$ cat config.mk
export PLATFORM = sky130hd
export DESIGN_NAME = morse_decoder_flat
export DESIGN_NICKNAME = d
export VERILOG_FILES = /design/src/rtl/morse_decoder_if.sv /design/src/rtl/morse_decoder.sv /design/src/flat_wrapper.sv
export SDC_FILE = /design/constraint.sdc
export NUM_CORES = 1
export LEC_CHECK = 0
export BUFFER_PORTS_ARGS = -buffer_cell sky130_fd_sc_hd__buf_2
export CAP_MARGIN = 5
export CORE_ASPECT_RATIO = 1.5
export CORE_MARGIN = 2
export CORE_UTILIZATION = 25
export CTS_CLUSTER_DIAMETER = 200
export DETAILED_ROUTE_END_ITERATION = 16
export GPL_TIMING_DRIVEN = 1
export PLACE_DENSITY_LB_ADDON = 0.12
export SYNTH_ARGS = -nofsm -noshare
export SYNTH_HDL_FRONTEND = slang
export SYNTH_SLANG_ARGS = --single-unit
$ cat constraint.sdc
create_clock -name clk_24 -period 5.4 [get_ports clk_24]
set_clock_uncertainty 0.15 [all_clocks]
set_input_delay 0 -clock clk_24 [delete_from_list [all_inputs] [get_ports clk_24]]
set_output_delay 0 -clock clk_24 [all_outputs]
set_load 0.005 [all_outputs]
$ cat src/rtl/morse_decoder_if.sv
// Byte delivery channel between the Morse decoder and the serial TX path.
// The decoder drives data/valid/overrun and the consumer answers with ready.
interface morse_decoder_if;
  logic [7:0] data;
  logic       valid;
  logic       ready;
  logic       overrun;

  modport master (output data, output valid, output overrun, input ready);
  modport slave  (input data, input valid, input overrun, output ready);
endinterface

$ cat src/rtl/morse_decoder.sv
// Morse key receiver: synchronises and debounces a raw key, times marks and
// spaces in dot units, decodes ITU Morse into ASCII (plus word spaces) and
// hands each byte over through a one-entry valid/ready holding register.
module morse_decoder #(
  parameter int UNIT_CYCLES     = 1_440_000,
  parameter int DEBOUNCE_CYCLES = 240_000
) (
  input  logic            clk_24,
  input  logic            rst_n,
  input  logic            key,
  morse_decoder_if.master tx
);

  localparam int PRE_W = $clog2(UNIT_CYCLES + 1);
  localparam int DB_W  = $clog2(DEBOUNCE_CYCLES + 1);
  localparam logic [PRE_W-1:0] PRE_LAST = PRE_W'(UNIT_CYCLES - 1);
  localparam logic [DB_W-1:0]  DB_LAST  = DB_W'(DEBOUNCE_CYCLES - 1);

  typedef enum logic [1:0] {IDLE, MARK, GAP, WORD} state_t;

  state_t           state, next_state;
  logic             key_s1, key_s2, key_db, key_db_prev;
  logic [DB_W-1:0]  db_cnt;
  logic [PRE_W-1:0] pre_cnt;
  logic [3:0]       units;
  logic [5:0]       sym;
  logic [2:0]       sym_len;
  logic             sym_err;
  logic             rise, fall;
  logic             append, emit;
  logic [7:0]       emit_byte;
  logic [7:0]       hold_byte;
  logic             hold_full, drop;

  // Element pattern (1 = dash, first element highest) to ASCII; '?' otherwise.
  function automatic logic [7:0] decode(input logic [2:0] len, input logic [5:0] pat,
                                        input logic err);
    logic [7:0] ch;
    ch = 8'h3F;
    if (!err) begin
      case ({len, pat})
        {3'd2, 6'b000001}: ch = 8'h41;
        {3'd4, 6'b001000}: ch = 8'h42;
        {3'd4, 6'b001010}: ch = 8'h43;
        {3'd3, 6'b000100}: ch = 8'h44;
        {3'd1, 6'b000000}: ch = 8'h45;
        {3'd4, 6'b000010}: ch = 8'h46;
        {3'd3, 6'b000110}: ch = 8'h47;
        {3'd4, 6'b000000}: ch = 8'h48;
        {3'd2, 6'b000000}: ch = 8'h49;
        {3'd4, 6'b000111}: ch = 8'h4A;
        {3'd3, 6'b000101}: ch = 8'h4B;
        {3'd4, 6'b000100}: ch = 8'h4C;
        {3'd2, 6'b000011}: ch = 8'h4D;
        {3'd2, 6'b000010}: ch = 8'h4E;
        {3'd3, 6'b000111}: ch = 8'h4F;
        {3'd4, 6'b000110}: ch = 8'h50;
        {3'd4, 6'b001101}: ch = 8'h51;
        {3'd3, 6'b000010}: ch = 8'h52;
        {3'd3, 6'b000000}: ch = 8'h53;
        {3'd1, 6'b000001}: ch = 8'h54;
        {3'd3, 6'b000001}: ch = 8'h55;
        {3'd4, 6'b000001}: ch = 8'h56;
        {3'd3, 6'b000011}: ch = 8'h57;
        {3'd4, 6'b001001}: ch = 8'h58;
        {3'd4, 6'b001011}: ch = 8'h59;
        {3'd4, 6'b001100}: ch = 8'h5A;
        {3'd5, 6'b011111}: ch = 8'h30;
        {3'd5, 6'b001111}: ch = 8'h31;
        {3'd5, 6'b000111}: ch = 8'h32;
        {3'd5, 6'b000011}: ch = 8'h33;
        {3'd5, 6'b000001}: ch = 8'h34;
        {3'd5, 6'b000000}: ch = 8'h35;
        {3'd5, 6'b010000}: ch = 8'h36;
        {3'd5, 6'b011000}: ch = 8'h37;
        {3'd5, 6'b011100}: ch = 8'h38;
        {3'd5, 6'b011110}: ch = 8'h39;
        default:           ch = 8'h3F;
      endcase
    end
    return ch;
  endfunction

  assign rise = key_db & ~key_db_prev;
  assign fall = ~key_db & key_db_prev;

  // Two-flop synchroniser plus debouncer: a new level must persist for the full window.
  always_ff @(posedge clk_24 or negedge rst_n) begin
    if (!rst_n) begin
      key_s1      <= 1'b0;
      key_s2      <= 1'b0;
      key_db      <= 1'b0;
      key_db_prev <= 1'b0;
      db_cnt      <= '0;
    end else begin
      key_s1      <= key;
      key_s2      <= key_s1;
      key_db_prev <= key_db;
      if (key_s2 != key_db) begin
        if (db_cnt == DB_LAST) begin
          key_db <= key_s2;
          db_cnt <= '0;
        end else begin
          db_cnt <= db_cnt + 1'b1;
        end
      end else begin
        db_cnt <= '0;
      end
    end
  end

  // Unit timer: both counters restart on every debounced edge, units saturate at 15.
  always_ff @(posedge clk_24 or negedge rst_n) begin
    if (!rst_n) begin
      pre_cnt <= '0;
      units   <= 4'd0;
    end else if (rise || fall) begin
      pre_cnt <= '0;
      units   <= 4'd0;
    end else if (pre_cnt == PRE_LAST) begin
      pre_cnt <= '0;
      if (units != 4'd15) units <= units + 4'd1;
    end else begin
      pre_cnt <= pre_cnt + 1'b1;
    end
  end

  // State register.
  always_ff @(posedge clk_24 or negedge rst_n) begin
    if (!rst_n) state <= IDLE;
    else        state <= next_state;
  end

  // Next state, element capture and character/space emission decisions.
  always_comb begin
    next_state = state;
    append     = 1'b0;
    emit       = 1'b0;
    emit_byte  = 8'h00;
    case (state)
      IDLE: if (rise) next_state = MARK;
      MARK: if (fall) begin
        append     = 1'b1;
        next_state = GAP;
      end
      GAP: begin
        if (units == 4'd3) begin
          emit       = 1'b1;
          emit_byte  = decode(sym_len, sym, sym_err);
          next_state = rise ? MARK : WORD;
        end else if (rise) begin
          next_state = MARK;
        end
      end
      WORD: begin
        if (rise) begin
          next_state = MARK;
        end else if (units == 4'd7) begin
          emit       = 1'b1;
          emit_byte  = 8'h20;
          next_state = IDLE;
        end
      end
      default: next_state = IDLE;
    endcase
  end

  // Symbol register: shift in dots/dashes, flag a seventh element, clear after emit.
  always_ff @(posedge clk_24 or negedge rst_n) begin
    if (!rst_n) begin
      sym     <= 6'd0;
      sym_len <= 3'd0;
      sym_err <= 1'b0;
    end else if (emit) begin
      sym     <= 6'd0;
      sym_len <= 3'd0;
      sym_err <= 1'b0;
    end else if (append) begin
      if (sym_len == 3'd6) begin
        sym_err <= 1'b1;
      end else begin
        sym     <= {sym[4:0], (units >= 4'd2)};
        sym_len <= sym_len + 3'd1;
      end
    end
  end

  // Holding register: load when empty or draining, otherwise drop and flag overrun.
  always_ff @(posedge clk_24 or negedge rst_n) begin
    if (!rst_n) begin
      hold_byte <= 8'h00;
      hold_full <= 1'b0;
      drop      <= 1'b0;
    end else begin
      drop <= 1'b0;
      if (emit) begin
        if (!hold_full || tx.ready) begin
          hold_byte <= emit_byte;
          hold_full <= 1'b1;
        end else begin
          drop <= 1'b1;
        end
      end else if (hold_full && tx.ready) begin
        hold_full <= 1'b0;
      end
    end
  end

  assign tx.data    = hold_byte;
  assign tx.valid   = hold_full;
  assign tx.overrun = drop;

endmodule

$ cat src/flat_wrapper.sv
// flat-port wrapper written by rule: the top's interface ports become plain ports
module morse_decoder_flat 
#(
  parameter int UNIT_CYCLES     = 1_440_000,
  parameter int DEBOUNCE_CYCLES = 240_000
)
  (clk_24, rst_n, key, tx_data, tx_valid, tx_overrun, tx_ready);
  morse_decoder_if tx_i ();
  input  logic clk_24;
  input  logic rst_n;
  input  logic key;
  output wire logic [$bits(tx_i.data)-1:0] tx_data;
  output wire logic [$bits(tx_i.valid)-1:0] tx_valid;
  output wire logic [$bits(tx_i.overrun)-1:0] tx_overrun;
  input wire logic [$bits(tx_i.ready)-1:0] tx_ready;
  assign tx_data = tx_i.data;
  assign tx_valid = tx_i.valid;
  assign tx_overrun = tx_i.overrun;
  assign tx_i.ready = tx_ready;
  morse_decoder #(.UNIT_CYCLES(UNIT_CYCLES), .DEBOUNCE_CYCLES(DEBOUNCE_CYCLES)) u_core (.clk_24(clk_24), .rst_n(rst_n), .key(key), .tx(tx_i));
endmodule
# Yosys cells after proc, flatten, opt, wreduce, memory -nomap -nowiden
# Index checks and enable logic that the tools add are counted.
# totals
out_inout_bits	10
reg_bits	69
elab_cells	130
# classes
n_bitwise	4
reduce_logical	17
n_eq_ne	50
mux	40
n_lt_le_gt_ge	1
n_addsub	4
# op_table
op	n
7-bit case mux with 36 select lines	1
9-bit == test (second input constant)	22
9-bit by 8-bit == test with 1-bit output (second input constant)	12
21-bit 2-to-1 mux	2
18-bit 2-to-1 mux	2
6-bit 2-to-1 mux	4
8-bit 2-to-1 mux	3
21-bit by 1-bit adder with 21-bit output (second input constant)	1
21-bit == test (second input constant)	1
18-bit by 1-bit adder with 18-bit output (second input constant)	1
18-bit == test (second input constant)	1
9-bit by 7-bit == test with 1-bit output (second input constant)	2
8-bit case mux with 2 select lines	1
2-bit AND reduction	7
1-bit 2-to-1 mux	13
2-bit 2-to-1 mux	6
4-bit 2-to-1 mux	3
2-bit nonzero test	5
3-bit 2-to-1 mux	3
2-bit case mux with 4 select lines	1
4-bit by 1-bit adder with 4-bit output (second input constant)	1
2-bit == test (second input constant)	2
4-bit by 2-bit == test with 1-bit output (second input constant)	1
4-bit by 3-bit == test with 1-bit output (second input constant)	1
other kinds (16)	20

# Logic depth before layout (Yosys ltp)
# Gate-level depths: netlist (run 1).
# logic_depth
word_depth	6
ltp_mapped	9
depth_no_buf	8

# Worst setup path before layout (run 1)
# Ideal clock, no wire load.
# synth_timing
path_kind	reg2reg
from	register u_core.sym_len[0]
to	register u_core.hold_byte[2] (netlist: u_core.tx.data[2])
stages_incl_launch_ff	9
t_required_ns	5.164
path_buffers	0
arrival_ns	2.274
setup_slack_ns	2.891
period_less_slack_ns	2.509
path_cell_list	dfrtp_1 > inv_1 > ha_1 > and3_4 > o211ai_2 > o211ai_2 > or4_4 > or4b_4 > a32oi_1
# synth_via
elab_chain_len	5
# synth_rtl
item	line	text
start, declared	morse_decoder.sv:27	logic [2:0] sym_len;
start signal, assigned	morse_decoder.sv:183	sym_len <= sym_len + 3'd1;
9-bit == test, or another cell as far along	morse_decoder.sv:41	case ({len, pat})
7-bit case mux with 36 select lines *	morse_decoder.sv:41	
8-bit 2-to-1 mux *	morse_decoder.sv:40	if (!err) begin
8-bit 2-to-1 mux *	morse_decoder.sv:147	if (units == 4'd3) begin
8-bit case mux with 2 select lines *	morse_decoder.sv:140	case (state)
end signal, assigned	morse_decoder.sv:198	hold_byte <= emit_byte;
end, declared	morse_decoder.sv:32	logic [7:0] hold_byte;
# Every way passes the cells marked *; elsewhere a longest branch is shown, timed or not.
# A chain may end at the register's enable or synchronous reset.

# Final worst setup path (run 1)
# layout_timing
from	register u_core.sym[0]
to	register u_core.hold_byte[2] (netlist: u_core.tx.data[2])
# layout_via
elab_chain_len	5
# layout_rtl
item	line	text
start, declared	morse_decoder.sv:26	logic [5:0] sym;
start signal, assigned	morse_decoder.sv:182	sym <= {sym[4:0], (units >= 4'd2)};
9-bit == test, or another cell as far along	morse_decoder.sv:41	
7-bit case mux with 36 select lines *	morse_decoder.sv:41	
8-bit 2-to-1 mux *	morse_decoder.sv:40	
8-bit 2-to-1 mux *	morse_decoder.sv:147	
8-bit case mux with 2 select lines *	morse_decoder.sv:140	
# Marked as above.

==> results of run 1 <==
## flip-flops by register name (all words and copies together), names as in the netlist
name                count
u_core.pre_cnt         21
u_core.db_cnt          18
u_core.tx.data          7
u_core.sym              6
u_core.units            4
u_core.sym_len          3
u_core.state            2
u_core.key_db           1
u_core.key_db_prev      1
u_core.key_s1           1
u_core.key_s2           1
u_core.sym_err          1
u_core.tx.overrun       1
u_core.tx.valid         1
## area by class of cell
type,count,area [sq um],area share [%]
multi-input cells,315,1950,45.0
flip-flops and latches,68,1700,39.2
well taps,199,249,5.73
clock buffers,10,239,5.50
repair buffers,16,97.6,2.25
clock inverters,5,52.6,1.21
inverters,13,48.8,1.12
## cell usage in the layout, fill, tap and decap left out, types with 3 or more instances in the layout
| master | count |
|---|---|
| o22ai_1 | 3 |
| nand2_1 | 34 |
| o21ai_0 | 15 |
| dfrtp_1 | 68 |
| inv_1 | 13 |
| nand2b_1 | 4 |
| clkinv_2 | 3 |
| nor2b_1 | 7 |
| a32oi_1 | 4 |
| a21oi_1 | 12 |
| nand3_1 | 17 |
| nor4bb_1 | 3 |
| ha_1 | 10 |
| xor2_1 | 27 |
| mux2i_1 | 7 |
| dlygate4sd3_1 | 3 |
| nor4_1 | 3 |
| clkbuf_16 | 9 |
| xnor2_1 | 11 |
| and3_1 | 14 |
| nor2_1 | 71 |
| a31oi_1 | 5 |
| nor3_1 | 8 |
| and4_1 | 6 |
| and2_1 | 4 |
| nand4_1 | 12 |
| buf_2 | 12 |
| a211oi_1 | 4 |
## path summary, 6_finish.rpt
check / from / to / slack [ns] / depth (start not counted)
min in group asynchronous: rst_n / u_core.db_cnt[9]$_DFF_PN0_ / 0.27 / 3
setup reg to reg: u_core.sym[0]$_DFFE_PN0P_ / u_core.tx.data[2]$_DFFE_PN0P_ / 2.57 / 6
hold / removal: key / u_core.key_s1$_DFF_PN0_ / 0.17 / 2
max in group asynchronous: rst_n / u_core.pre_cnt[18]$_DFF_PN0_ / 4.24 / 3
setup / recovery: u_core.sym[0]$_DFFE_PN0P_ / u_core.tx.data[2]$_DFFE_PN0P_ / 2.57 / 6
hold reg to reg: u_core.key_s1$_DFF_PN0_ / u_core.key_s2$_DFF_PN0_ / 0.20 / 0
## layer usage
metal  global-route usage, %  vias up
met4                    7.43        0
met3                    1.55       31
met5                       0        -
met2                    20.9       70
li1                        -     1470
met1                    13.8     1404
## stage by stage
stage | hold WS, ns | cell area [sq um]
after floorplan | -0.446 | 3810
after global placement | -0.0364 | 4020
after detailed placement | -0.0378 | 4020
after CTS | 0.163 | 4340
after global routing | 0.182 | 4340
final | 0.173 | 4340
## cells by family (layout without fill, tap and decap cells)
kind of cell             count (synthesis)  count (layout)  synth area share (%)
multiplexers                             7               7                  1.84
other                                    1               1                0.0983
buffers and inverters                   37              44                  4.13
adder cells (fa/ha/maj)                 10              10                  3.28
AND/OR/NAND/NOR                        199             199                  26.7
AO/OA/AOI/OAI                           60              60                  10.6
XOR/XNOR                                38              38                  8.73
flip-flops                              68              68                  44.6
## worst reg2reg max path, delay by kind of cell (launching register included)
family / cells / cell delay [ns]
flip-flops: 1 / 0.71
buffers and inverters: 1 / 0.25
AO/OA/AOI/OAI: 3 / 0.58
AND/OR/NAND/NOR: 2 / 1.05
## power groups by stage
stage	logic, mW	clock network, mW	registers (mW)
final	0.0195	0.586	0.515
after global routing	0.0239	0.630	0.515
after CTS	0.0211	0.609	0.515
after detailed placement	0.0193	0	0.524
after global placement	0.0191	0	0.524
after floorplan	0.00605	0	0.523
## what timing repair did
action / CTS / global route
endpoints found under the hold margin: 71 / 0
hold buffers: 3 / 0
buffers inserted: 0 / 0
endpoints found under the setup margin: 0 / 0
==> flow_metrics.py, run 1 <==
metrics = {
    "run_status": {
        "status": "finished clean",
    },
    "grt": {
        "antenna_found_initial": 0,
        "grt_pass1_vias": 3038,
        "grt-ovfl-total": 0,
        "grt_usage_pct": 11.9,
        "grt_first_pass_wirelength_mm": 15.5,
        "grt_max_degree": 69,
    },
    "final_layout": {
        "antenna_cells": 0,
        "final_util_pct": 28.9,
        "area_delta_synth_final_pct": 13.9,
        "drive_above_1_share_pct": 7.96,
        "layoutNonFillerInstCount": 626,
        "fin_nets": 437,
        "n_fill_cell": 1648,
    },
    "worst_setup_path": {
        "path_cells": "inv_1 -> a22oi_1 -> o32ai_1 -> or4_4 -> or4b_4 -> a32oi_1",
        "path_max_fanout": 18,
        "start_kind": "register",
        "cp_num_buf_inv": 1,
        "cp_slowest_stage_delay_ns": 0.71,
        "cp-end-kind": "register",
        "required_ns": 5.49,
        "cp_top_family": "simple AND/OR/NAND/NOR gates",
        "cpMaxStageDelayCell": "dfrtp_1",
        "cp_data_arrival_time_ns": 2.92,
        "worst-setup-path-type": "register to register",
    },
    "routing": {
        "routed-wl-met2_mm": 4.60,
        "dr.pass1.iters": 4,
        "wirelength_met1_mm": 3.93,
        "via_count": 2975,
        "wl_per_cell_um": 14.6,
        "drt_wl_total_mm": 9.17,
        "drcViolationCount": 0,
        "routed_via_density": 4.75,
        "first_iter_violations": 181,
        "wl_met3_um": 189,
        "top_layer_used": "met4",
        "postRouteAntennaNets": 0,
    },
    "clock_network": {
        "clk_path_buf_depth": 2,
        "worst_skew_pair.late_latency_ns": 0.33,
        "cts_sinks": 68,
        "cts_inserted_buffers": 9,
        "clock-root-buffer": "clkbuf_16",
        "htreeDepth": 3,
        "cts_resized": 0,
        "cts_tree": "yes",
        "clk_pin_slew_ns": 0.06,
    },
    "sta": {
        "finalHoldViolCount": 0,
        "final.setup.worst_slack_ns": 2.57,
        "period_share_pct": 52.4,
        "setup_viol": 0,
        "tightest_slew_ns": 0.902,
        "relSlewSlack_pct": 39.9,
        "drv_slew": 0,
        "rsz0062_at_grt": "no",
        "tns_ns": 0,
        "fmax_mhz": 353,
        "fin_crit_ns": 2.83,
    },
    "floorplanning": {
        "die-area_sq_mm": 0.0163,
        "die_h_um": 155,
        "dieWidth_um": 105,
        "start_util_pct": 25.4,
        "core_area_sq_mm": 0.0150,
        "top_level_ports": 14,
        "rows": 55,
    },
    "power_and_ir_drop": {
        "p_total_mw": 1.12,
        "internal_power_mw": 0.882,
        "p_seq_share_pct": 46.0,
        "p_comb_share_pct": 1.7,
        "clkPwrFrac_pct": 52.3,
        "peakVddDrop_v": 0.000139,
        "p_leak_nw": 1.98,
        "p_sw_mw": 0.238,
        "powerDensity_mw_per_mm2": 258,
        "switching_share_pct": 21.2,
    },
    "flow_run": {
        "maxCapViolCount": 0,
    },
    "yosys": {
        "synth_edf_count": 0,
        "ys_top_cells_by_area": "dfrtp_1, nor2_1, xor2_1",
        "synth.most_common_cell": "nor2_1",
        "synthArstFlopShare_pct": 100,
        "synthesis.area_sq_mm": 0.00381,
        "yosysWarningCount": 0,
        "synth_seq_cells": 68,
        "synth_top_area_share_pct": 44.6,
        "synthTopCellsByCount": "nor2_1, dfrtp_1, nand2_1",
        "syn_inst": 420,
        "seq_area_frac_synth_pct": 44.6,
        "synth_nets": 434,
        "yosysUniqueCellTypes": 54,
        "avgSynthCellArea_sq_um": 9.08,
        "synth_flop_cell": "dfrtp_1",
        "synth_largest_area_cell": "dfrtp_1",
    },
    "placed_design": {
        "dp.cells": 608,
        "place_congestion": 0.885,
        "portBuffers": 12,
        "pre_cts_ws_ns": 2.63,
        "place_hpwl_mm": 6.42,
    },
    "worst_hold_path": {
        "hold_path_class": "primary input to register",
    },
}
Note: power is estimated with default switching activity, not from simulation.
==> run 2: changes to the inputs <==
clock period = 2.8 ns   (was 5.4 ns; I/O delays follow)
==> run 2 against run 1 <==
Against the previous run:
- combinational power grew 100%
- die area is the same
- sequential power rose by 93%
- hold slack got worse by 0.056 ns
- utilization grew 1.3 points
==> flow_metrics.py, run 2 (synthesis gave the netlist of run 1 again) <==
metrics = {
    "worst_setup_path": {
        "cp-end-kind": "register",
        "cp_data_arrival_time_ns": 2.79,
        "path_cells": "inv_1 -> ha_1 -> and3_4 -> o211ai_2 -> o211ai_2 -> or4_4 -> or4b_4 -> a32oi_1",
        "regToRegStartpoint": "u_core.sym_len[0]$_DFFE_PN0P_",
        "cp_num_buf_inv": 1,
        "path_common_cell": "o211ai_2",
        "cp_slowest_stage_delay_ns": 0.54,
        "cp-startpoint": "u_core.sym_len[0]$_DFFE_PN0P_",
        "cpMaxStageDelayCell": "or4_4",
        "required_ns": 2.90,
        "cp_top_family": "simple AND/OR/NAND/NOR gates",
        "path_max_fanout": 5,
        "worst-setup-path-type": "register to register",
        "start_kind": "register",
    },
    "floorplanning": {
        "core_area_sq_mm": 0.0150,
        "die-area_sq_mm": 0.0163,
        "die_h_um": 155,
        "rows": 55,
        "start_util_pct": 25.4,
        "top_level_ports": 14,
        "dieWidth_um": 105,
    },
    "final_layout": {
        "antenna_cells": 0,
        "top_register": "u_core.pre_cnt",
        "area_delta_synth_final_pct": 18.9,
        "largest_reg_flops": 21,
        "final_cell_mix": "nor2_1, dfrtp_1, nand2_1, xor2_1, buf_4",
        "fin_nets": 455,
        "layout_commonest_cell": "nor2_1",
        "drive_above_1_share_pct": 11.9,
        "design_area_sq_mm": 0.00454,
        "final_util_pct": 30.2,
        "layoutNonFillerInstCount": 645,
    },
    "sta": {
        "relSlewSlack_pct": 44.0,
        "final.setup.worst_slack_ns": 0.104,
        "setup_viol": 0,
        "drv_slew": 0,
        "hold_ws_ns": 0.117,
        "fin_crit_ns": 2.70,
        "period_share_pct": 96.3,
        "tightest_slew_ns": 0.828,
        "tns_ns": 0,
        "fmax_mhz": 371,
        "finalHoldViolCount": 0,
    },
    "clock_network": {
        "clk_path_buf_depth": 2,
        "htreeDepth": 3,
        "cts_sinks": 68,
        "clk_pin_slew_ns": 0.06,
        "cts_inserted_buffers": 9,
        "post_cts_buffers": 0,
        "clock-root-buffer": "clkbuf_16",
        "cts_tree": "yes",
        "worst_skew_pair.late_latency_ns": 0.33,
    },
    "placed_design": {
        "dp.cells": 626,
        "postPlaceCellArea_sq_mm": 0.00416,
        "place_hpwl_mm": 6.81,
        "pre_cts_ws_ns": 0.139,
        "place_congestion": 0.842,
        "portBuffers": 12,
    },
    "routing": {
        "drt_wl_total_mm": 9.43,
        "routed_via_density": 4.69,
        "dr.pass1.iters": 4,
        "first_iter_violations": 133,
        "postRouteAntennaNets": 0,
        "drcViolationCount": 0,
        "wl_per_cell_um": 14.6,
        "via_count": 3022,
    },
    "grt": {
        "grt_pass1_vias": 3177,
        "grt_max_degree": 32,
        "grt_usage_pct": 12.5,
        "grt_first_pass_wirelength_mm": 16.0,
        "antenna_found_initial": 0,
        "grt-ovfl-total": 0,
    },
    "power_and_ir_drop": {
        "powerDensity_mw_per_mm2": 519,
        "p_leak_nw": 2.09,
        "p_total_mw": 2.35,
        "peakVddDrop_v": 0.000273,
    },
    "worst_hold_path": {
        "hold_path_class": "primary input to async pin",
    },
    "run_status": {
        "status": "finished clean",
    },
    "flow_run": {
        "maxCapViolCount": 0,
    },
}
run 2: changes by cell type in the layout (fill, tap and decap cells not counted), sizes merged:
cell      before  now
bufinv         1    3
clkinvlp       1    0
buf           13   31
run 2: path summary, 6_finish.rpt:
kind | endpoint | cells after the start | slack [ns]
max | u_core.tx.data[1]$_DFFE_PN0P_ | 8 | 0.10
min | u_core.db_cnt[8]$_DFF_PN0_ | 2 | 0.12
max reg2reg | u_core.tx.data[1]$_DFFE_PN0P_ | 8 | 0.10
min reg2reg | u_core.key_s2$_DFF_PN0_ | 0 | 0.20
max in group asynchronous | u_core.tx.overrun$_DFF_PN0_ | 3 | 1.61
min in group clk_24 | u_core.key_s1$_DFF_PN0_ | 2 | 0.16
run 2: per-layer routing:
metal	global-route usage [%]	share of wire, %	vias up
met5	0	0	-
met2	23.0	54	40
li1	-	-	1501
met4	6.41	3.0	0
met1	13.5	41	1465
met3	2.35	2.1	16
run 2: area by class of cell:
class,count,area (sq um)
fillers,1659,10500
clock buffers,10,229
flip-flops and latches,68,1700
well taps,199,249
clock inverters,6,113
inverters,13,48.8
repair buffers,34,233
multi-input cells,315,1960
run 2: power breakdown:
part           internal [mW]  leakage [nW]  switching [mW]
combinational         0.0105         0.996          0.0290
sequential             0.988         0.929         0.00452
clock                  0.872         0.167           0.449
run 2: worst register-to-register path: stages, from the launching register on:
cell and delay (ns):
dfrtp_1 0.37, inv_1 0.09, ha_1 0.25, and3_4 0.17, o211ai_2 0.17, o211ai_2 0.12
or4_4 0.54, or4b_4 0.53, a32oi_1 0.21
run 2: timing repair:
item                                    in CTS  in global routing
endpoints found under the setup margin       0                  1
resized for setup                            0                  1
hold buffers                                 3                  0
endpoints found under the hold margin       32                  0
